$ cat src/rtl/axi_ad7124_up_axi_if.sv
// ---------------------------------------------------------------------------
// Bus interfaces for the AD7124 AXI4-Lite to up_* bridge.
//
// axi_ad7124_up_axi_if : AXI4-Lite channel set (AW, W, B, AR, R).
//   slave modport  - the bridge side (accepts addresses/data, returns B/R).
//   master modport - the initiator side.
// axi_ad7124_up_bus_if : up_* register bus towards the per-board address map.
//   master modport - the bridge side (issues up_wreq/up_rreq, holds addresses).
//   slave modport  - the register map side (returns up_wack/up_rack/up_rdata).
// Member names keep the full s_axi_* / up_* prefixes so they line up with the
// register-map sources that consume them.
// ---------------------------------------------------------------------------
interface axi_ad7124_up_axi_if #(
    parameter int ADDR_WIDTH = 14
);
    logic                    s_axi_awvalid;
    logic                    s_axi_awready;
    logic [ADDR_WIDTH+1:0]   s_axi_awaddr;
    logic                    s_axi_wvalid;
    logic                    s_axi_wready;
    logic [31:0]             s_axi_wdata;
    logic [3:0]              s_axi_wstrb;
    logic                    s_axi_bvalid;
    logic                    s_axi_bready;
    logic [1:0]              s_axi_bresp;
    logic                    s_axi_arvalid;
    logic                    s_axi_arready;
    logic [ADDR_WIDTH+1:0]   s_axi_araddr;
    logic                    s_axi_rvalid;
    logic                    s_axi_rready;
    logic [31:0]             s_axi_rdata;
    logic [1:0]              s_axi_rresp;

    modport slave (
        input  s_axi_awvalid, s_axi_awaddr, s_axi_wvalid, s_axi_wdata, s_axi_wstrb,
        input  s_axi_bready, s_axi_arvalid, s_axi_araddr, s_axi_rready,
        output s_axi_awready, s_axi_wready, s_axi_bvalid, s_axi_bresp,
        output s_axi_arready, s_axi_rvalid, s_axi_rdata, s_axi_rresp
    );

    modport master (
        output s_axi_awvalid, s_axi_awaddr, s_axi_wvalid, s_axi_wdata, s_axi_wstrb,
        output s_axi_bready, s_axi_arvalid, s_axi_araddr, s_axi_rready,
        input  s_axi_awready, s_axi_wready, s_axi_bvalid, s_axi_bresp,
        input  s_axi_arready, s_axi_rvalid, s_axi_rdata, s_axi_rresp
    );
endinterface

interface axi_ad7124_up_bus_if #(
    parameter int ADDR_WIDTH = 14
);
    logic                    up_wreq;
    logic [ADDR_WIDTH-1:0]   up_waddr;
    logic [31:0]             up_wdata;
    logic                    up_wack;
    logic                    up_rreq;
    logic [ADDR_WIDTH-1:0]   up_raddr;
    logic [31:0]             up_rdata;
    logic                    up_rack;

    modport master (
        output up_wreq, up_waddr, up_wdata, up_rreq, up_raddr,
        input  up_wack, up_rdata, up_rack
    );

    modport slave (
        input  up_wreq, up_waddr, up_wdata, up_rreq, up_raddr,
        output up_wack, up_rdata, up_rack
    );
endinterface

$ cat src/rtl/axi_ad7124_up_axi.sv
// ---------------------------------------------------------------------------
// axi_ad7124_up_axi
// AXI4-Lite slave that turns every AXI write/read into a one-cycle up_wreq /
// up_rreq on the up_* register bus, waits for up_wack / up_rack and returns
// the AXI response. Regions that never acknowledge (generic sub-space, absent
// boards) are closed by a TIMEOUT-cycle watchdog that answers SLVERR.
// Write and read paths are independent FSMs: IDLE -> REQ -> WAIT -> RESP.
//
// Ports:
//   up_clk  - sole clock
//   up_rst  - synchronous reset, active-high
//   s_axi   - AXI4-Lite slave (AW/W joint handshake, B, AR, R)
//   up      - up_* bus master (wreq/waddr/wdata/wack, rreq/raddr/rdata/rack)
// ---------------------------------------------------------------------------
module axi_ad7124_up_axi #(
    parameter int ADDR_WIDTH = 14,
    parameter int TIMEOUT    = 64
) (
    input  logic                  up_clk,
    input  logic                  up_rst,
    axi_ad7124_up_axi_if.slave    s_axi,
    axi_ad7124_up_bus_if.master   up
);

    localparam int               CNT_W       = $clog2(TIMEOUT);
    localparam logic [CNT_W-1:0] CNT_LAST    = CNT_W'(TIMEOUT - 1);
    localparam logic [1:0]       RESP_OKAY   = 2'b00;
    localparam logic [1:0]       RESP_SLVERR = 2'b10;

    typedef enum logic [1:0] {
        ST_IDLE = 2'd0,
        ST_REQ  = 2'd1,
        ST_WAIT = 2'd2,
        ST_RESP = 2'd3
    } state_t;

    state_t                  wr_state_r;
    state_t                  wr_next_s;
    state_t                  rd_state_r;
    state_t                  rd_next_s;
    logic                    w_hs_s;
    logic                    r_hs_s;
    logic                    w_tmo_s;
    logic                    r_tmo_s;
    logic [CNT_W-1:0]        wcnt_r;
    logic [CNT_W-1:0]        rcnt_r;
    logic [ADDR_WIDTH-1:0]   waddr_r;
    logic [31:0]             wdata_r;
    logic [1:0]              bresp_r;
    logic [ADDR_WIDTH-1:0]   raddr_r;
    logic [31:0]             rdata_r;
    logic [1:0]              rresp_r;

    // The readies are only raised in the cycle the handshake actually happens,
    // so AW-only or W-only traffic never sees a ready.
    assign s_axi.s_axi_awready = w_hs_s;
    assign s_axi.s_axi_wready  = w_hs_s;
    assign s_axi.s_axi_bvalid  = (wr_state_r == ST_RESP);
    assign s_axi.s_axi_bresp   = bresp_r;
    assign s_axi.s_axi_arready = r_hs_s;
    assign s_axi.s_axi_rvalid  = (rd_state_r == ST_RESP);
    assign s_axi.s_axi_rdata   = rdata_r;
    assign s_axi.s_axi_rresp   = rresp_r;

    assign up.up_wreq  = (wr_state_r == ST_REQ);
    assign up.up_waddr = waddr_r;
    assign up.up_wdata = wdata_r;
    assign up.up_rreq  = (rd_state_r == ST_REQ);
    assign up.up_raddr = raddr_r;

    // Write FSM state register
    always_ff @(posedge up_clk) begin
        if (up_rst) begin
            wr_state_r <= ST_IDLE;
        end else begin
            wr_state_r <= wr_next_s;
        end
    end

    // Write FSM next state, joint AW/W handshake strobe and watchdog expiry
    always_comb begin
        wr_next_s = wr_state_r;
        w_hs_s    = 1'b0;
        w_tmo_s   = 1'b0;
        case (wr_state_r)
            ST_IDLE: begin
                if (!up_rst && s_axi.s_axi_awvalid && s_axi.s_axi_wvalid) begin
                    w_hs_s = 1'b1;
                    // Partial-word writes are refused without touching the bus.
                    if (s_axi.s_axi_wstrb == 4'hF) begin
                        wr_next_s = ST_REQ;
                    end else begin
                        wr_next_s = ST_RESP;
                    end
                end else begin
                    wr_next_s = ST_IDLE;
                end
            end
            ST_REQ: begin
                // Any ack here belongs to an earlier request and is ignored.
                wr_next_s = ST_WAIT;
            end
            ST_WAIT: begin
                if (up.up_wack) begin
                    wr_next_s = ST_RESP;
                end else if (wcnt_r == CNT_LAST) begin
                    w_tmo_s   = 1'b1;
                    wr_next_s = ST_RESP;
                end else begin
                    wr_next_s = ST_WAIT;
                end
            end
            ST_RESP: begin
                if (s_axi.s_axi_bready) begin
                    wr_next_s = ST_IDLE;
                end else begin
                    wr_next_s = ST_RESP;
                end
            end
            default: begin
                wr_next_s = ST_IDLE;
            end
        endcase
    end

    // Write address/data capture, wait counter and response code
    always_ff @(posedge up_clk) begin
        if (up_rst) begin
            waddr_r <= {ADDR_WIDTH{1'b0}};
            wdata_r <= 32'h0000_0000;
            bresp_r <= RESP_OKAY;
            wcnt_r  <= {CNT_W{1'b0}};
        end else begin
            if (w_hs_s) begin
                waddr_r <= s_axi.s_axi_awaddr[ADDR_WIDTH+1:2];
                wdata_r <= s_axi.s_axi_wdata;
                bresp_r <= (s_axi.s_axi_wstrb == 4'hF) ? RESP_OKAY : RESP_SLVERR;
            end
            if (wr_state_r == ST_WAIT) begin
                wcnt_r <= wcnt_r + CNT_W'(1);
                if (up.up_wack) begin
                    bresp_r <= RESP_OKAY;
                end else if (w_tmo_s) begin
                    bresp_r <= RESP_SLVERR;
                end
            end else begin
                wcnt_r <= {CNT_W{1'b0}};
            end
        end
    end

    // Read FSM state register
    always_ff @(posedge up_clk) begin
        if (up_rst) begin
            rd_state_r <= ST_IDLE;
        end else begin
            rd_state_r <= rd_next_s;
        end
    end

    // Read FSM next state, AR handshake strobe and watchdog expiry
    always_comb begin
        rd_next_s = rd_state_r;
        r_hs_s    = 1'b0;
        r_tmo_s   = 1'b0;
        case (rd_state_r)
            ST_IDLE: begin
                if (!up_rst && s_axi.s_axi_arvalid) begin
                    r_hs_s    = 1'b1;
                    rd_next_s = ST_REQ;
                end else begin
                    rd_next_s = ST_IDLE;
                end
            end
            ST_REQ: begin
                rd_next_s = ST_WAIT;
            end
            ST_WAIT: begin
                if (up.up_rack) begin
                    rd_next_s = ST_RESP;
                end else if (rcnt_r == CNT_LAST) begin
                    r_tmo_s   = 1'b1;
                    rd_next_s = ST_RESP;
                end else begin
                    rd_next_s = ST_WAIT;
                end
            end
            ST_RESP: begin
                if (s_axi.s_axi_rready) begin
                    rd_next_s = ST_IDLE;
                end else begin
                    rd_next_s = ST_RESP;
                end
            end
            default: begin
                rd_next_s = ST_IDLE;
            end
        endcase
    end

    // Read address capture, wait counter, read data and response code
    always_ff @(posedge up_clk) begin
        if (up_rst) begin
            raddr_r <= {ADDR_WIDTH{1'b0}};
            rdata_r <= 32'h0000_0000;
            rresp_r <= RESP_OKAY;
            rcnt_r  <= {CNT_W{1'b0}};
        end else begin
            if (r_hs_s) begin
                raddr_r <= s_axi.s_axi_araddr[ADDR_WIDTH+1:2];
            end
            if (rd_state_r == ST_WAIT) begin
                rcnt_r <= rcnt_r + CNT_W'(1);
                if (up.up_rack) begin
                    rdata_r <= up.up_rdata;
                    rresp_r <= RESP_OKAY;
                end else if (r_tmo_s) begin
                    rdata_r <= 32'h0000_0000;
                    rresp_r <= RESP_SLVERR;
                end
            end else begin
                rcnt_r <= {CNT_W{1'b0}};
            end
        end
    end

endmodule

$ cat src/flat_wrapper.sv
// flat-port wrapper written by rule: the top's interface ports become plain ports
module axi_ad7124_up_axi_flat 
#(
    parameter int ADDR_WIDTH = 14,
    parameter int TIMEOUT    = 64
)
  (up_clk, up_rst, s_axi_s_axi_awvalid, s_axi_s_axi_awaddr, s_axi_s_axi_wvalid, s_axi_s_axi_wdata, s_axi_s_axi_wstrb, s_axi_s_axi_bready, s_axi_s_axi_arvalid, s_axi_s_axi_araddr, s_axi_s_axi_rready, s_axi_s_axi_awready, s_axi_s_axi_wready, s_axi_s_axi_bvalid, s_axi_s_axi_bresp, s_axi_s_axi_arready, s_axi_s_axi_rvalid, s_axi_s_axi_rdata, s_axi_s_axi_rresp, up_up_wreq, up_up_waddr, up_up_wdata, up_up_rreq, up_up_raddr, up_up_wack, up_up_rdata, up_up_rack);
  axi_ad7124_up_axi_if #(.ADDR_WIDTH(ADDR_WIDTH)) s_axi_i ();
  axi_ad7124_up_bus_if #(.ADDR_WIDTH(ADDR_WIDTH)) up_i ();
  input  logic up_clk;
  input  logic up_rst;
  input wire logic [$bits(s_axi_i.s_axi_awvalid)-1:0] s_axi_s_axi_awvalid;
  input wire logic [$bits(s_axi_i.s_axi_awaddr)-1:0] s_axi_s_axi_awaddr;
  input wire logic [$bits(s_axi_i.s_axi_wvalid)-1:0] s_axi_s_axi_wvalid;
  input wire logic [$bits(s_axi_i.s_axi_wdata)-1:0] s_axi_s_axi_wdata;
  input wire logic [$bits(s_axi_i.s_axi_wstrb)-1:0] s_axi_s_axi_wstrb;
  input wire logic [$bits(s_axi_i.s_axi_bready)-1:0] s_axi_s_axi_bready;
  input wire logic [$bits(s_axi_i.s_axi_arvalid)-1:0] s_axi_s_axi_arvalid;
  input wire logic [$bits(s_axi_i.s_axi_araddr)-1:0] s_axi_s_axi_araddr;
  input wire logic [$bits(s_axi_i.s_axi_rready)-1:0] s_axi_s_axi_rready;
  output wire logic [$bits(s_axi_i.s_axi_awready)-1:0] s_axi_s_axi_awready;
  output wire logic [$bits(s_axi_i.s_axi_wready)-1:0] s_axi_s_axi_wready;
  output wire logic [$bits(s_axi_i.s_axi_bvalid)-1:0] s_axi_s_axi_bvalid;
  output wire logic [$bits(s_axi_i.s_axi_bresp)-1:0] s_axi_s_axi_bresp;
  output wire logic [$bits(s_axi_i.s_axi_arready)-1:0] s_axi_s_axi_arready;
  output wire logic [$bits(s_axi_i.s_axi_rvalid)-1:0] s_axi_s_axi_rvalid;
  output wire logic [$bits(s_axi_i.s_axi_rdata)-1:0] s_axi_s_axi_rdata;
  output wire logic [$bits(s_axi_i.s_axi_rresp)-1:0] s_axi_s_axi_rresp;
  output wire logic [$bits(up_i.up_wreq)-1:0] up_up_wreq;
  output wire logic [$bits(up_i.up_waddr)-1:0] up_up_waddr;
  output wire logic [$bits(up_i.up_wdata)-1:0] up_up_wdata;
  output wire logic [$bits(up_i.up_rreq)-1:0] up_up_rreq;
  output wire logic [$bits(up_i.up_raddr)-1:0] up_up_raddr;
  input wire logic [$bits(up_i.up_wack)-1:0] up_up_wack;
  input wire logic [$bits(up_i.up_rdata)-1:0] up_up_rdata;
  input wire logic [$bits(up_i.up_rack)-1:0] up_up_rack;
  assign s_axi_i.s_axi_awvalid = s_axi_s_axi_awvalid;
  assign s_axi_i.s_axi_awaddr = s_axi_s_axi_awaddr;
  assign s_axi_i.s_axi_wvalid = s_axi_s_axi_wvalid;
  assign s_axi_i.s_axi_wdata = s_axi_s_axi_wdata;
  assign s_axi_i.s_axi_wstrb = s_axi_s_axi_wstrb;
  assign s_axi_i.s_axi_bready = s_axi_s_axi_bready;
  assign s_axi_i.s_axi_arvalid = s_axi_s_axi_arvalid;
  assign s_axi_i.s_axi_araddr = s_axi_s_axi_araddr;
  assign s_axi_i.s_axi_rready = s_axi_s_axi_rready;
  assign s_axi_s_axi_awready = s_axi_i.s_axi_awready;
  assign s_axi_s_axi_wready = s_axi_i.s_axi_wready;
  assign s_axi_s_axi_bvalid = s_axi_i.s_axi_bvalid;
  assign s_axi_s_axi_bresp = s_axi_i.s_axi_bresp;
  assign s_axi_s_axi_arready = s_axi_i.s_axi_arready;
  assign s_axi_s_axi_rvalid = s_axi_i.s_axi_rvalid;
  assign s_axi_s_axi_rdata = s_axi_i.s_axi_rdata;
  assign s_axi_s_axi_rresp = s_axi_i.s_axi_rresp;
  assign up_up_wreq = up_i.up_wreq;
  assign up_up_waddr = up_i.up_waddr;
  assign up_up_wdata = up_i.up_wdata;
  assign up_up_rreq = up_i.up_rreq;
  assign up_up_raddr = up_i.up_raddr;
  assign up_i.up_wack = up_up_wack;
  assign up_i.up_rdata = up_up_rdata;
  assign up_i.up_rack = up_up_rack;
  axi_ad7124_up_axi #(.ADDR_WIDTH(ADDR_WIDTH), .TIMEOUT(TIMEOUT)) u_core (.up_clk(up_clk), .up_rst(up_rst), .s_axi(s_axi_i), .up(up_i));
endmodule
$ cat config.mk
export PLATFORM = sky130hd
export DESIGN_NAME = axi_ad7124_up_axi_flat
export DESIGN_NICKNAME = d
export VERILOG_FILES = /design/src/rtl/axi_ad7124_up_axi_if.sv /design/src/rtl/axi_ad7124_up_axi.sv /design/src/flat_wrapper.sv
export SDC_FILE = /design/constraint.sdc
export NUM_CORES = 1
export LEC_CHECK = 0
export ABC_CLOCK_PERIOD_IN_PS = 3700
export BUFFER_PORTS_ARGS = -buffer_cell sky130_fd_sc_hd__buf_2
export CAP_MARGIN = 5
export CORE_AREA = 2 2 97 99
export CTS_BUF_LIST = sky130_fd_sc_hd__clkbuf_16
export DETAILED_ROUTE_END_ITERATION = 8
export DIE_AREA = 0 0 99 101
export PLACE_DENSITY = 0.85
export SYNTH_ARGS = -nofsm -noshare
export SYNTH_HDL_FRONTEND = slang
export SYNTH_SLANG_ARGS = --single-unit
$ cat constraint.sdc
create_clock -name up_clk -period 3.7 [get_ports up_clk]
set_clock_uncertainty 0.05 [all_clocks]
set_input_delay 0.74 -clock up_clk [delete_from_list [all_inputs] [get_ports up_clk]]
set_output_delay 0.74 -clock up_clk [all_outputs]
set_load 0.01 [all_outputs]
### After elaboration in Yosys (flattened, before gate mapping)

Index checks and enable logic that the tools add are counted.

* output and inout port bits: 103
* latch bits: 0
* ROM bits: 0
* memories kept: 0
* register bits: 112
* input port bits: 109
* memory bits (writable): 0

* muxes and demuxes: 30
* add/sub/neg operators: 2
* $lt $le $gt $ge: 0
* $mul: 0
* divide/modulo/power cells: 0
* eq/ne operators: 9
* bitwise operators: 2
* shift operators: 0
* reduce and logical (&&, ||, !) cells: 10

Operator list (count)
* $mux W32: 2
* $mux W2: 13
* $pmux W2 S4: 2
* $mux W1: 13
* $add A6 B1 Y6 const B: 2
* $eq A6 B6 Y1 const B: 2
* $eq A2 B2 Y1 const B: 4
* $eq A2 B1 Y1 const B: 2
* $eq A4 B4 Y1 const B: 1
* $logic_not A2 Y1: 2
* $reduce_or A2 Y1: 2
* $logic_and A1 B1 Y1: 3
* $not A1 Y1: 2
* $reduce_and A2 Y1: 1
* $reduce_bool A2 Y1: 1
* $logic_not A1 Y1: 1

### Logic depth before layout (Yosys ltp)

Gate-level depths: netlist of run 1.

* depth after elaboration: 9
* gate-level depth with buffers: 7

### Worst setup path after synthesis of run 1

OpenSTA, ideal clock, no wires.

* path type: input-to-output
* start: in up_rst
* end: out s_axi_s_axi_wready
* stages: 6
* data arrival time: 1.515 ns
* path slack: 1.395 ns
* cells stage by stage: nor4b_4 > nand2_1 > inv_2 > buf_6 > buf_6 > buf_4

* cells in the longest elaborated chain, start to end: 5

Ends and longest elaborated chain
* from (decl): line flat_wrapper.sv:11 `input logic up_rst;`
* $logic_not A1 Y1: line axi_ad7124_up_axi.sv:87 `if (!up_rst && s_axi.s_axi_awvalid && s_axi.s_axi_wvalid) begin`
* $logic_and A1 B1 Y1 (2 in series): line axi_ad7124_up_axi.sv:87
* $mux W1: line axi_ad7124_up_axi.sv:87
* $mux W1: line axi_ad7124_up_axi.sv:85 `case (wr_state_r)`
* to (decl): line flat_wrapper.sv:22 `output wire logic [$bits(s_axi_i.s_axi_wready)-1:0] s_axi_s_axi_wready;`

No other way between the ends.

### Worst setup path in the final report of run 1

* start: in up_rst
* end: out s_axi_s_axi_awready

* cells in the longest elaborated chain, start to end: 5

Ends and longest elaborated chain
* $logic_not A1 Y1: line axi_ad7124_up_axi.sv:87
* $logic_and A1 B1 Y1 (2 in series): line axi_ad7124_up_axi.sv:87
* $mux W1: line axi_ad7124_up_axi.sv:87
* $mux W1: line axi_ad7124_up_axi.sv:85
* to (decl): line flat_wrapper.sv:21 `output wire logic [$bits(s_axi_i.s_axi_awready)-1:0] s_axi_s_axi_awready;`

No other way between the ends.

==> results summary, run 1 <==
The share of flip-flops with an asynchronous set or reset after synthesis came out at 0%. The finished layout holds approximately 790 standard cells, fillers aside. The initial standard-cell utilization of the core is 49.17%.

The worst-case reg-to-reg path depth came out at 3. The endpoint identified for the worst register-to-register timing path is u_core.s_axi.s_axi_rdata[24]. In the routed design, unresolved DRC markers number 0.

The library cell used as clock root buffer is sky130_fd_sc_hd__clkbuf_16. The number of global-route vias before repair is 4024. The number of instances on the worst hold path came out at 1. The initial antenna violation count came out at 0.

Sequential elements use 50.34% of the synthesized area. The placeable core area came out at 8977 um^2. The register-to-register setup slack came out at around 1.6 ns.

The clock tree buffer depth is 2. For this run, the detailed router's first-pass iteration total came to 4. The worst ir drop on vdd is 0.0002904 V. The hold violation count in the final report came out at 0. Fill cells in the final layout number 806. The Yosys warning count came out at 0. The most repeated cell in the gate-level netlist after synthesis is sky130_fd_sc_hd__dfxtp_1. In this run the most critical hold path is launched from u_core.wcnt_r[0]. The highest clock frequency the design can meet is approximately 0.43 GHz. The number of enable flip-flop cells after synthesis came out at 0. The number of buffers inserted by port buffering came out at 206. The number of synthesized register bits is 111.

In the synthesized netlist the dominant register cell turns out to be sky130_fd_sc_hd__dfxtp_1. Entering global routing, the biggest net connects 102 pins. The mean area per synthesized cell is 8.936 um^2.

By startpoint and endpoint, the worst setup path is classified as input port to primary output. In this run the static leakage power is 2.487 nW. The path class of the tightest hold or removal check is flip-flop to flip-flop. Setup violations remaining at the end of the flow were counted as 0. The cell area that synthesis handed to floorplanning was 4414 um^2. When the netlist entered floorplanning its net count stood at 605. The mean routed wirelength per cell is 14.49 um. In the finished design, the share of the clock period the worst path needs comes to 62.40%. The final layout contains routed wiring with a total length of around 11000 um.

The overall die height came out at 101 um. STA classifies the critical path endpoint as a primary output. STA classifies the critical path startpoint as an input port. Pin placement for this block handled 212 I/O pins.

The leftover overflow at the end of global routing came out at 0. The transition at the pin with the smallest max-transition slack came out at 1.228 ns. The flow ran to the end, and the final reports show no timing, DRC or antenna violations. The clock-pin slew reported for the worst setup and hold paths after clock tree synthesis came out at around 0.060 ns. The path with the worst hold slack has its endpoint at u_core.wcnt_r[0].

By area the synthesized netlist is led by sky130_fd_sc_hd__dfxtp_1 (50%), sky130_fd_sc_hd__nand2b_1 (6.7%), sky130_fd_sc_hd__nand3_1 (6.1%). The fraction of final layout cells sized beyond drive strength 1 came out at 34.57%. By count the netlist is led by sky130_fd_sc_hd__dfxtp_1 (111), sky130_fd_sc_hd__nand3_1 (54), sky130_fd_sc_hd__nand2b_1 (47), sky130_fd_sc_hd__o21ai_0 (47), sky130_fd_sc_hd__nand2_1 (39). The die covers 9999 um^2. The total power per unit cell area is 436.5 nW/um^2. The global-route wire length before repair is 18150 um. The placed wire-length estimate after detailed placement is roughly 8000 um. For the worst setup path, the data required time is about 2.9 ns. Summed over all failing endpoints, the final setup total negative slack is 0 ns.

Timing analysis after detailed placement gives a worst setup slack of approximately 1.3 ns. At the end of routability-driven placement, the weighted congestion stood at 0.7785. After detailed placement, the design holds a cell count of 770. The area growth from synthesis to layout came out at 27.86%. The TritonCTS sink count is 111. The number of slew-limit violations in the final report was 0. The data arrival time of the critical path came out at 1.52 ns. The count of cells resized by post-cts repair came out at 0. The number of buffers created by CTS is 9. The total number of placement rows came out at 35. The number of routed nets with antenna violations came out at 0.

The worst path setup slack after routing is 1.391 ns. The first-iteration detailed-routing DRC count came out at 131. Setup repair after global routing left no endpoint under its margin.

The number of setup buffers added after CTS came out at 0. The overall fraction of global-route tracks in use is about 22%. The number of maximum-capacitance violations is 0. The floorplan step set the die width to 99 um.

In this run the critical register-to-register path is launched from u_core.rd_state_r[1]. The insertion delay of the later-clocked pin in the worst-skew pair is 0.32 ns. The count of antenna diodes in the layout came out at 0. The final-stage net count is roughly 780. The count of distinct cell types in the synthesized netlist is 39. The via-per-instance ratio is 5.298. The portion of synthesized cell area occupied by the leading cell type came out at 50.34%. Along the worst path, the maximum fanout reaches 8. TritonCTS built the clock tree.

The total number of vias came out at about 4.2k. The post-synthesis instance total is 494. Buffers inserted to repair hold after CTS numbered 0.

The library cell occupying the most area in the post-synthesis netlist is sky130_fd_sc_hd__dfxtp_1. In this run the tightest slew margin relative to its limit is 17.88%. The number of levels the H-tree was split into came out at 3.

The final critical-path required period is 2.309 ns.
==> per-stage QoR <==
stage               util (%)  area, um^2  hold slack (ns)  total power, W
floorplan                  -        4414           0.3797        0.001493
global placement       59.92        5379           0.3857        0.001612
detailed placement     59.92        5379           0.4034        0.001625
CTS                    62.87        5644           0.4183        0.002489
global route           62.87        5644           0.4335        0.002586
finish                 62.87        5644           0.4135        0.002464
==> cells in the final DEF (no fill, tap or decap), types with 2 or more instances in the layout <==
cell type	netlist	final
sky130_fd_sc_hd__nand3_1	54	54
sky130_fd_sc_hd__o211ai_1	34	34
sky130_fd_sc_hd__and2_1	2	2
sky130_fd_sc_hd__or3_1	3	3
sky130_fd_sc_hd__nand2b_1	47	47
sky130_fd_sc_hd__o21ai_1	2	2
sky130_fd_sc_hd__buf_4	6	6
sky130_fd_sc_hd__dfxtp_1	111	111
sky130_fd_sc_hd__xor2_1	4	4
sky130_fd_sc_hd__xnor2_1	2	2
sky130_fd_sc_hd__buf_2	20	206
sky130_fd_sc_hd__a31oi_1	2	2
sky130_fd_sc_hd__a21oi_1	35	35
sky130_fd_sc_hd__clkbuf_16	0	9
sky130_fd_sc_hd__ha_1	2	2
sky130_fd_sc_hd__nand2_1	39	39
sky130_fd_sc_hd__mux2i_1	14	14
sky130_fd_sc_hd__nor2_1	26	26
sky130_fd_sc_hd__o21ai_0	47	47
sky130_fd_sc_hd__inv_1	4	6
sky130_fd_sc_hd__clkinvlp_4	0	2
sky130_fd_sc_hd__nand3b_1	3	3
==> worst max-delay path by stage <==
stage / start / to / slack, ns / cells after the start
detailed placement: up_up_rack / u_core.s_axi.s_axi_rdata[24] / 1.31 / 4
floorplan: up_rst / s_axi_s_axi_wready / 1.39 / 6
CTS: up_rst / s_axi_s_axi_awready / 1.37 / 5
global placement: up_rst / s_axi_s_axi_wready / 1.39 / 5
global route: up_rst / s_axi_s_axi_awready / 1.29 / 5
finish: up_rst / s_axi_s_axi_awready / 1.39 / 5
==> cell families (layout without fill, tap and decap cells) <==
group	count (synthesis)	count (layout)	synth area share [%]
buffers and inverters	52	232	6.094
other	1	1	0.08495
AND/OR/NAND/NOR	185	185	22.17
adder cells (fa/ha/maj)	2	2	0.5668
multiplexers	14	14	3.175
XOR/XNOR	6	6	1.190
AO/OA/AOI/OAI	123	123	16.38
flip-flops	111	111	50.34
==> flip-flops by register name, summed over array words and instances (netlist names) <==
signal / count
u_core.rd_state_r: 2
u_core.up.up_wdata: 32
u_core.wcnt_r: 6
u_core.wr_state_r: 2
u_core.up.up_waddr: 14
u_core.up.up_raddr: 14
u_core.rcnt_r: 6
u_core.s_axi.s_axi_rdata: 32
u_core.s_axi.s_axi_rresp: 1
u_core.s_axi.s_axi_bresp: 2
==> metal layers <==
| layer | vias up | wire length (um) | track usage [%] |
|---|---|---|---|
| met5 | - | 0 | 0 |
| met4 | 0 | 175 | 7.060 |
| met3 | 20 | 847 | 6.103 |
| met2 | 167 | 5658 | 37.58 |
| met1 | 1924 | 4693 | 25.91 |
| li1 | 2048 | - | - |
==> worst max-delay path, stage by stage <==
cell and delay (ns):
sky130_fd_sc_hd__buf_2 0.14, sky130_fd_sc_hd__nor4b_4 0.22, sky130_fd_sc_hd__nand2_1 0.12, sky130_fd_sc_hd__inv_2 0.14
sky130_fd_sc_hd__buf_2 0.15
==> report_power, final <==
group	internal, W	leakage [nW]	switching [W]
logic	0.000140	1.45	0.000167
registers	0.00125	0.904	0.0000376
clock network	0.000452	0.131	0.000414
total	0.00185	2.49	0.000618
==> area by class of cell <==
type / instances / area (um^2) / share of cell area (%)
Sequential cell: 111 / 2222 / 39.37
Multi-Input combinational cell: 331 / 1923 / 34.07
Timing Repair Buffer: 212 / 1076 / 19.06
Clock buffer: 9 / 225.2 / 3.990
Tap cell: 111 / 138.9 / 2.461
Clock inverter: 6 / 40.04 / 0.7094
Inverter: 5 / 18.77 / 0.3325
Power figures use the tool's default switching activity.
==> inputs of run 2 (changes only) <==
--- a/config.mk
+++ b/config.mk
@@ -5,14 +5,14 @@
 export SDC_FILE = /design/constraint.sdc
 export NUM_CORES = 1
 export LEC_CHECK = 0
-export ABC_CLOCK_PERIOD_IN_PS = 3700
+export ABC_CLOCK_PERIOD_IN_PS = 1940
 export BUFFER_PORTS_ARGS = -buffer_cell sky130_fd_sc_hd__buf_2
 export CAP_MARGIN = 5
-export CORE_AREA = 2 2 97 99
+export CORE_AREA = 2 2 106 108
 export CTS_BUF_LIST = sky130_fd_sc_hd__clkbuf_16
 export DETAILED_ROUTE_END_ITERATION = 8
-export DIE_AREA = 0 0 99 101
-export PLACE_DENSITY = 0.85
+export DIE_AREA = 0 0 108 110
+export PLACE_DENSITY = 0.75
 export SYNTH_ARGS = -nofsm -noshare
 export SYNTH_HDL_FRONTEND = slang
 export SYNTH_SLANG_ARGS = --single-unit
==> constraint.sdc (replaced) <==
create_clock -name up_clk -period 1.94 [get_ports up_clk]
set_clock_uncertainty 0.05 [all_clocks]
set_input_delay 0.388 -clock up_clk [delete_from_list [all_inputs] [get_ports up_clk]]
set_output_delay 0.388 -clock up_clk [all_outputs]
set_load 0.01 [all_outputs]
==> run 2 against run 1 <==
First-iteration DRC count is 98% higher. Clock power is 110% higher. Via count is 1.1% higher. Count of clock-buffer cells in the layout stayed put. Cell area is 2.2% higher. Routed wire length is 1.7% higher. Sequential share of layout area is 0.82 points lower. Sequential cell count stayed put. Register-to-register slack worse by 1.3 ns. Total power is 97% higher. Critical endpoint is now s_axi_s_axi_wready. Core utilization is 8.9 points lower.
==> results summary, run 2 (synthesized netlist as in run 1, its figures left out) <==
Outcome: complete, no violations (unchanged). The insertion delay of the later-clocked pin in the worst-skew pair came out at 0.34 ns (was 0.32 ns). The first-iteration detailed-routing DRC count is 260 (was 131). The data arrival time of the critical path was 1.39 ns (was 1.52 ns). The number of buffers added to fix hold violations after cts is 0 (unchanged).

The total I/O pin count is 212 (unchanged). The number of buffers inserted by port buffering is 206 (unchanged). The via-per-instance ratio came to 5.116 (was 5.298). The clock tree buffer depth was 2 (unchanged). The total detailed-routing wirelength is 11570 um (was 11380 um).

The power after layout came out at 0.004857 W (was 0.002464 W). The mean routed wirelength per cell was 14.08 um (was 14.49 um). The number of buffers created by CTS is 9 (unchanged).

Setup repair after global routing missed its margin: false (unchanged). The count of antenna diodes in the layout came out at 0 (unchanged). The launching element type of the critical path is a flip-flop (was input port). The leftover overflow at the end of global routing is 0 (unchanged).

The sum of negative setup slack is 0 ns (unchanged). The standby leakage power is 2.532 nW (was 2.487 nW). The final weighted congestion in routability-driven placement came out at 0.7666 (was 0.7785). The peak fanout along the critical path was 8 (unchanged). The number of global-route vias before repair came out at 4068 (was 4024). The library cell used as clock root buffer was sky130_fd_sc_hd__clkbuf_16 (unchanged).

The worst setup path category is flip-flop to primary output (was input port to primary output). The number of fill cells in the layout is 1008 (was 806). The floorplan die width is 108 um (was 99 um). The combined area of the multi-input logic cells came out at 1926 um^2 (was 1923 um^2). The most frequent standard cell in the layout excluding fill and tap cells is sky130_fd_sc_hd__buf_2 (unchanged). Most frequent cells in the layout: sky130_fd_sc_hd__buf_2 (206), sky130_fd_sc_hd__dfxtp_1 (109), sky130_fd_sc_hd__nand3_1 (54) (was sky130_fd_sc_hd__buf_2 (206), sky130_fd_sc_hd__dfxtp_1 (111), sky130_fd_sc_hd__nand3_1 (54)). The total power per unit cell area is 841.6 nW/um^2 (was 436.5 nW/um^2). The total number of vias is 4205 (was 4159). The area growth from synthesis to layout is 30.73% (was 27.86%). The clock-pin slew reported for the worst setup and hold paths after clock tree synthesis was 0.07 ns (was 0.06 ns).

The number of levels the H-tree was split into came out at 3 (unchanged). The data required time at the worst endpoint came out at 1.50 ns (was 2.91 ns). The final critical-path required period is 1.831 ns. The maximum number of pins on one net before global-route repair was 50 (was 102).

The sequential cell area in the final layout is 2225 um^2 (was 2222 um^2). The number of maximum-capacitance violations was 0 (unchanged). The global-route wire length before repair is 18260 um (was 18150 um). The number of setup violations in the final report came out at 0 (unchanged).

The number of iterations in the first detailed-routing pass came to 4 (unchanged). The CTS tree was yes (unchanged). The post-route DRC violation count is 0 (unchanged). The die outline area came out at 11880 um^2 (was 9999 um^2). The TritonCTS sink count is 111 (unchanged). The placeable core area is 10700 um^2 (was 8977 um^2).

The overall fraction of global-route tracks in use came out at 19.14% (was 21.65%). The hold violation count in the final report came out at 0 (unchanged). The initial standard-cell utilization of the core came out at 41.26% (was 49.17%).

The highest clock frequency the design can meet is 0.5462 GHz. The final-stage net count came out at 789 (was 781). The initial antenna violation count is 0 (unchanged).

The register-to-register setup slack came out at 0.32 ns (was 1.57 ns). The total number of placement rows came out at 38 (was 35). The overall die height came out at 110 um (was 101 um). The worst path uses 94.37% of the clock period. The kind of capture point of the worst setup path is a primary output (unchanged). The fraction of final layout cells sized beyond drive strength 1 came out at 35.92% (was 34.57%). The number of slew-limit violations in the final report is 0 (unchanged).

The placed wire-length estimate after detailed placement is 8298 um (was 7979 um). The number of setup buffers added after CTS came out at 0 (unchanged). The worst ir drop on vdd came to 0.0004277 V (was 0.0002904 V). The number of routed nets with antenna violations is 0 (unchanged). The classification of the worst-slack hold path is input port to flip-flop (was flip-flop to flip-flop).
==> run 2: cell count changes in the layout (fill, tap and decap cells not counted) <==
| cell | delta |
|---|---|
| sky130_fd_sc_hd__buf_4 | +8 |
| sky130_fd_sc_hd__dfxtp_1 | -2 |
| sky130_fd_sc_hd__dfxtp_2 | +2 |
| sky130_fd_sc_hd__inv_1 | -2 |
| sky130_fd_sc_hd__bufinv_16 | +1 |
| sky130_fd_sc_hd__clkinv_1 | +1 |
| sky130_fd_sc_hd__clkinv_2 | +1 |
| sky130_fd_sc_hd__inv_2 | -1 |
| sky130_fd_sc_hd__inv_4 | +1 |
| sky130_fd_sc_hd__inv_6 | -1 |
| sky130_fd_sc_hd__nand2_1 | -1 |
| sky130_fd_sc_hd__nand2_2 | +1 |
==> run 2: critical path: stages (launching register included) <==
cell	delay [ns]
sky130_fd_sc_hd__dfxtp_2	0.37
sky130_fd_sc_hd__nor4b_4	0.30
sky130_fd_sc_hd__nand2_2	0.12
sky130_fd_sc_hd__inv_4	0.11
sky130_fd_sc_hd__buf_2	0.16
==> run 2: path summary, 6_finish.rpt <==
kind | from | endpoint | depth (start not counted)
worst max-delay path | u_core.wr_state_r[1] | s_axi_s_axi_wready | 4
worst min-delay path | s_axi_s_axi_awaddr[9] | u_core.up.up_waddr[7] | 3
worst max register to register | u_core.wr_state_r[1] | u_core.wr_state_r[1] | 4
worst min register to register | u_core.wcnt_r[0] | u_core.wcnt_r[0] | 1
==> run 2: report_power, final <==
| part | internal, W | total, W | switching (W) |
|---|---|---|---|
| registers | 0.00239 | 0.00246 | 0.0000703 |
| logic | 0.000275 | 0.000599 | 0.000324 |
| clock network | 0.000990 | 0.00179 | 0.000805 |
==> run 2: through the flow <==
stage / area (um^2) / hold slack [ns] / setup WS [ns] / instances / util, %
4_1_cts: 5767 / 0.1970 / 0.01839 / 822 / 53.91
2_1_floorplan: 4414 / 0.3797 / 0.2323 / 494 / -
3_3_place_gp: 5475 / 0.3947 / 0.2990 / 807 / 51.18
3_5_place_dp: 5475 / 0.4008 / 0.2031 / 807 / 51.18
5_1_grt: 5771 / 0.2048 / 0.02446 / 822 / 53.94
6_report: 5771 / 0.2099 / 0.1091 / 822 / 53.94
==> run 2: what timing repair did <==
item	4_1_cts	5_1_grt
pin swaps	0	1
setup endpoints to repair	2	2
resized for setup	2	2
==> run 2: layout make-up <==
| class | instances | share of cell area (%) |
|---|---|---|
| inverter | 5 | 0.3686 |
| multi-input combinational | 331 | 33.37 |
| clock buffer | 9 | 3.903 |
| clock inverter | 6 | 1.084 |
| timing repair buffer | 220 | 19.69 |
| sequential | 111 | 38.55 |
| tap | 140 | 3.036 |
==> run 2: routing by layer <==
| layer | routed length (um) | global-route usage, % | vias up |
|---|---|---|---|
| met1 | 4829 | 21.79 | 1964 |
| li1 | - | - | 2067 |
| met5 | 0 | 0 | - |
| met2 | 5686 | 34.28 | 156 |
| met4 | 219 | 8.150 | 0 |
| met3 | 836 | 4.644 | 18 |
==> inputs of run 3 (changes only) <==
--- a/config.mk
+++ b/config.mk
@@ -12,7 +12,7 @@
 export CTS_BUF_LIST = sky130_fd_sc_hd__clkbuf_16
 export DETAILED_ROUTE_END_ITERATION = 8
 export DIE_AREA = 0 0 108 110
-export PLACE_DENSITY = 0.75
+export PLACE_DENSITY_LB_ADDON = 0.08
 export SYNTH_ARGS = -nofsm -noshare
 export SYNTH_HDL_FRONTEND = slang
 export SYNTH_SLANG_ARGS = --single-unit
==> run 3 against run 2 <==
Non-clock buffer count grew 2. Critical endpoint unchanged. Largest power group unchanged. Highest routed layer unchanged. Routed wire length up 0.54%. Critical path type unchanged. Cell area hardly changed. Setup slack worse by 0.019 ns. Combinational power hardly changed. First-iteration DRC count down 18%.
==> results summary, run 3 (synthesized netlist as in run 1, its figures left out) <==
The floorplan die width was 108 um (unchanged). The worst-case reg-to-reg path depth came out at 4 (unchanged). The initial standard-cell utilization of the core came to 41.26% (unchanged). The placed wire-length estimate after detailed placement came to 8084 um (was 8298 um). The total number of placement rows came out at 38 (unchanged).

The number of levels the H-tree was split into came out at 3 (unchanged). The number of setup buffers added after CTS is 0 (unchanged). The number of maximum-capacitance violations is 0 (unchanged). The kind of capture point of the worst setup path is a primary output (unchanged). The launch instance of the worst register-to-register path is u_core.wr_state_r[0] (was u_core.wr_state_r[1]). The number of cells after detailed placement came out at 809 (was 807).

The library cell used as clock root buffer is sky130_fd_sc_hd__clkbuf_16 (unchanged). The switching share of power is 25.22% (was 24.69%). The critical hold path startpoint is s_axi_s_axi_rready (was s_axi_s_axi_awaddr[9]). The CTS tree is yes (unchanged). The overall fraction of global-route tracks in use is 18.51% (was 19.14%). The final critical-path required period came out at 1.850 ns (was 1.831 ns). The number of routed nets with antenna violations was 0 (unchanged). Most frequent cells in the layout: sky130_fd_sc_hd__buf_2 (206), sky130_fd_sc_hd__dfxtp_1 (109), sky130_fd_sc_hd__nand3_1 (54) (unchanged). The switching power of the nets came out at 0.001191 W (was 0.001199 W).

The launching element type of the critical path was a flip-flop (unchanged). The overall die height is 110 um (unchanged). The part of the total power dissipated in sequential elements is 52.1% (was 50.7%). The part of the total power dissipated in the clock network was 35.1% (was 37.0%).

The final weighted congestion in routability-driven placement came to 0.7347 (was 0.7666). The total number of vias is 4131 (was 4205). The internal power contribution came to 0.003531 W (was 0.003658 W). The highest clock frequency the design can meet is 0.5405 GHz (was 0.5462 GHz). The die outline area came to 11880 um^2 (unchanged).

The number of buffers inserted by port buffering came out at 206 (unchanged). The hold violation count in the final report is 0 (unchanged). The most frequent standard cell in the layout excluding fill and tap cells is sky130_fd_sc_hd__buf_2 (unchanged). The number of setup violations in the final report came out at 0 (unchanged). The global-route wire length before repair was 17780 um (was 18260 um). The endpoint of the lowest-slack register-to-register path was u_core.wr_state_r[1] (unchanged).

The initial antenna violation count is 0 (unchanged). The clock-pin slew reported for the worst setup and hold paths after clock tree synthesis came out at 0.07 ns (about the same). The fraction of final layout cells sized beyond drive strength 1 is 35.91% (was 35.92%). The peak fanout along the critical path was 10 (was 8). The count of antenna diodes in the layout came out at 0 (unchanged). The standby leakage power came to 2.540 nW (was 2.532 nW). The leftover overflow at the end of global routing is 0 (unchanged). The post-route DRC violation count is 0 (unchanged). The data arrival time of the critical path was 1.41 ns (was 1.39 ns). The data required time at the worst endpoint came out at 1.50 ns (about the same).

Outcome: complete, no violations (unchanged). The first-iteration detailed-routing DRC count was 214 (was 260). The maximum number of pins on one net before global-route repair came to 103 (was 50). The proportion of power drawn by combinational gates came to 12.7% (was 12.3%). The worst slew slack as a fraction of its limit is 66.60%. The total I/O pin count is 212 (unchanged).

The worst setup path category is flip-flop to primary output (unchanged). The number of global-route vias before repair is 3764 (was 4068). The register-to-register setup slack is 0.33 ns (was 0.32 ns). The worst ir drop on vdd came out at 0.0003676 V (was 0.0004277 V). The final critical-path share of the clock period is 95.36% (was 94.37%). The TritonCTS sink count came out at 111 (unchanged). At the pin with the least slew margin, the transition time is 0.5009 ns. The number of fill cells in the layout came out at 1038 (was 1008).

Setup repair after global routing missed its margin: false (unchanged). The mean routed wirelength per cell came to 14.10 um (was 14.08 um). The non-filler instance count after layout is 825 (was 822). The clock tree buffer depth came out at 2 (unchanged). The via-per-instance ratio is 5.007 (was 5.116). The placeable core area was 10700 um^2 (unchanged). The sum of negative setup slack is 0 ns (unchanged). The number of buffers created by CTS is 9 (unchanged). The launching instance or port of the critical path is u_core.wr_state_r[0] (was u_core.wr_state_r[1]). The classification of the worst-slack hold path is input port to flip-flop (unchanged). The final-stage net count is 791 (was 789). The total power per unit cell area is 817.8 nW/um^2 (was 841.6 nW/um^2). The number of iterations in the first detailed-routing pass is 4 (unchanged). The number of buffers added to fix hold violations after cts was 0 (unchanged). The total detailed-routing wirelength came out at 11640 um (was 11570 um). The number of slew-limit violations in the final report is 0 (unchanged). The insertion delay of the later-clocked pin in the worst-skew pair came to 0.34 ns (about the same).

The area growth from synthesis to layout is 30.81% (was 30.73%). The end of the critical path is s_axi_s_axi_wready (unchanged).
-- run 3: cell types whose count changed in the layout (fill, tap and decap cells not counted) --
cell	change
sky130_fd_sc_hd__inv_1	+1
sky130_fd_sc_hd__nand2_2	-1
sky130_fd_sc_hd__buf_12	+1
sky130_fd_sc_hd__buf_4	+1
sky130_fd_sc_hd__clkinv_2	+1
sky130_fd_sc_hd__nand2_1	+1
sky130_fd_sc_hd__bufinv_16	-1
-- run 3: timing repair --
item,in CTS,in global routing
pin swaps,0,0
gates resized for setup,1,2
endpoints found under the setup margin,2,2
-- run 3: how the worst min path moves through the flow --
stage / endpoint / depth (start not counted)
4_1_cts: u_core.rd_state_r[1] / 2
2_1_floorplan: u_core.wcnt_r[0] / 1
5_1_grt: u_core.rd_state_r[1] / 2
3_5_place_dp: u_core.up.up_wdata[21] / 2
3_3_place_gp: u_core.wcnt_r[0] / 1
6_report: u_core.rd_state_r[1] / 2
-- run 3: cell type report --
cell class / instances / area, um^2 / share of cell area [%]
sequential: 111 / 2225 / 38.53
multi-input combinational: 331 / 1923 / 33.30
timing repair buffer: 222 / 1164 / 20.15
clock buffer: 9 / 225.2 / 3.900
tap: 140 / 175.2 / 3.034
clock inverter: 7 / 41.29 / 0.7151
inverter: 5 / 21.27 / 0.3684
-- run 3: critical path, cell delays in order, from the launching register on --
cell and delay, ns:
sky130_fd_sc_hd__dfxtp_2 0.37, sky130_fd_sc_hd__nor4b_4 0.29, sky130_fd_sc_hd__nand2_1 0.14, sky130_fd_sc_hd__inv_4 0.12
sky130_fd_sc_hd__buf_2 0.15
-- run 3: power groups by stage --
| stage | clock, W | combinational [W] | sequential [W] |
|---|---|---|---|
| after floorplan | 0 | 0.000300 | 0.00255 |
| after CTS | 0.00172 | 0.000609 | 0.00246 |
| final | 0.00166 | 0.000601 | 0.00246 |
| after global placement | 0 | 0.000597 | 0.00251 |
| after global routing | 0.00182 | 0.000661 | 0.00248 |
| after detailed placement | 0 | 0.000607 | 0.00251 |
-- run 3: through the flow --
stage          hold WS (ns)  setup slack [ns]  total power (W)  utilization [%]  area, um^2
4_1_cts              0.1912           0.01097         0.004791            53.94        5771
6_report             0.2016           0.08993         0.004722            53.98        5774
3_5_place_dp         0.4025            0.2189         0.003120            51.44        5503
3_3_place_gp         0.3937            0.2660         0.003106            51.44        5503
2_1_floorplan        0.3797            0.2323         0.002848                -        4414
5_1_grt              0.1964          0.004928         0.004963            53.98        5774
-- run 3: per-layer routing --
layer / track usage (%) / share of wire [%]
met1: 23.24 / 43
met2: 30.59 / 49
met3: 4.703 / 6.4
met4: 7.418 / 1.6
met5: 0 / 0
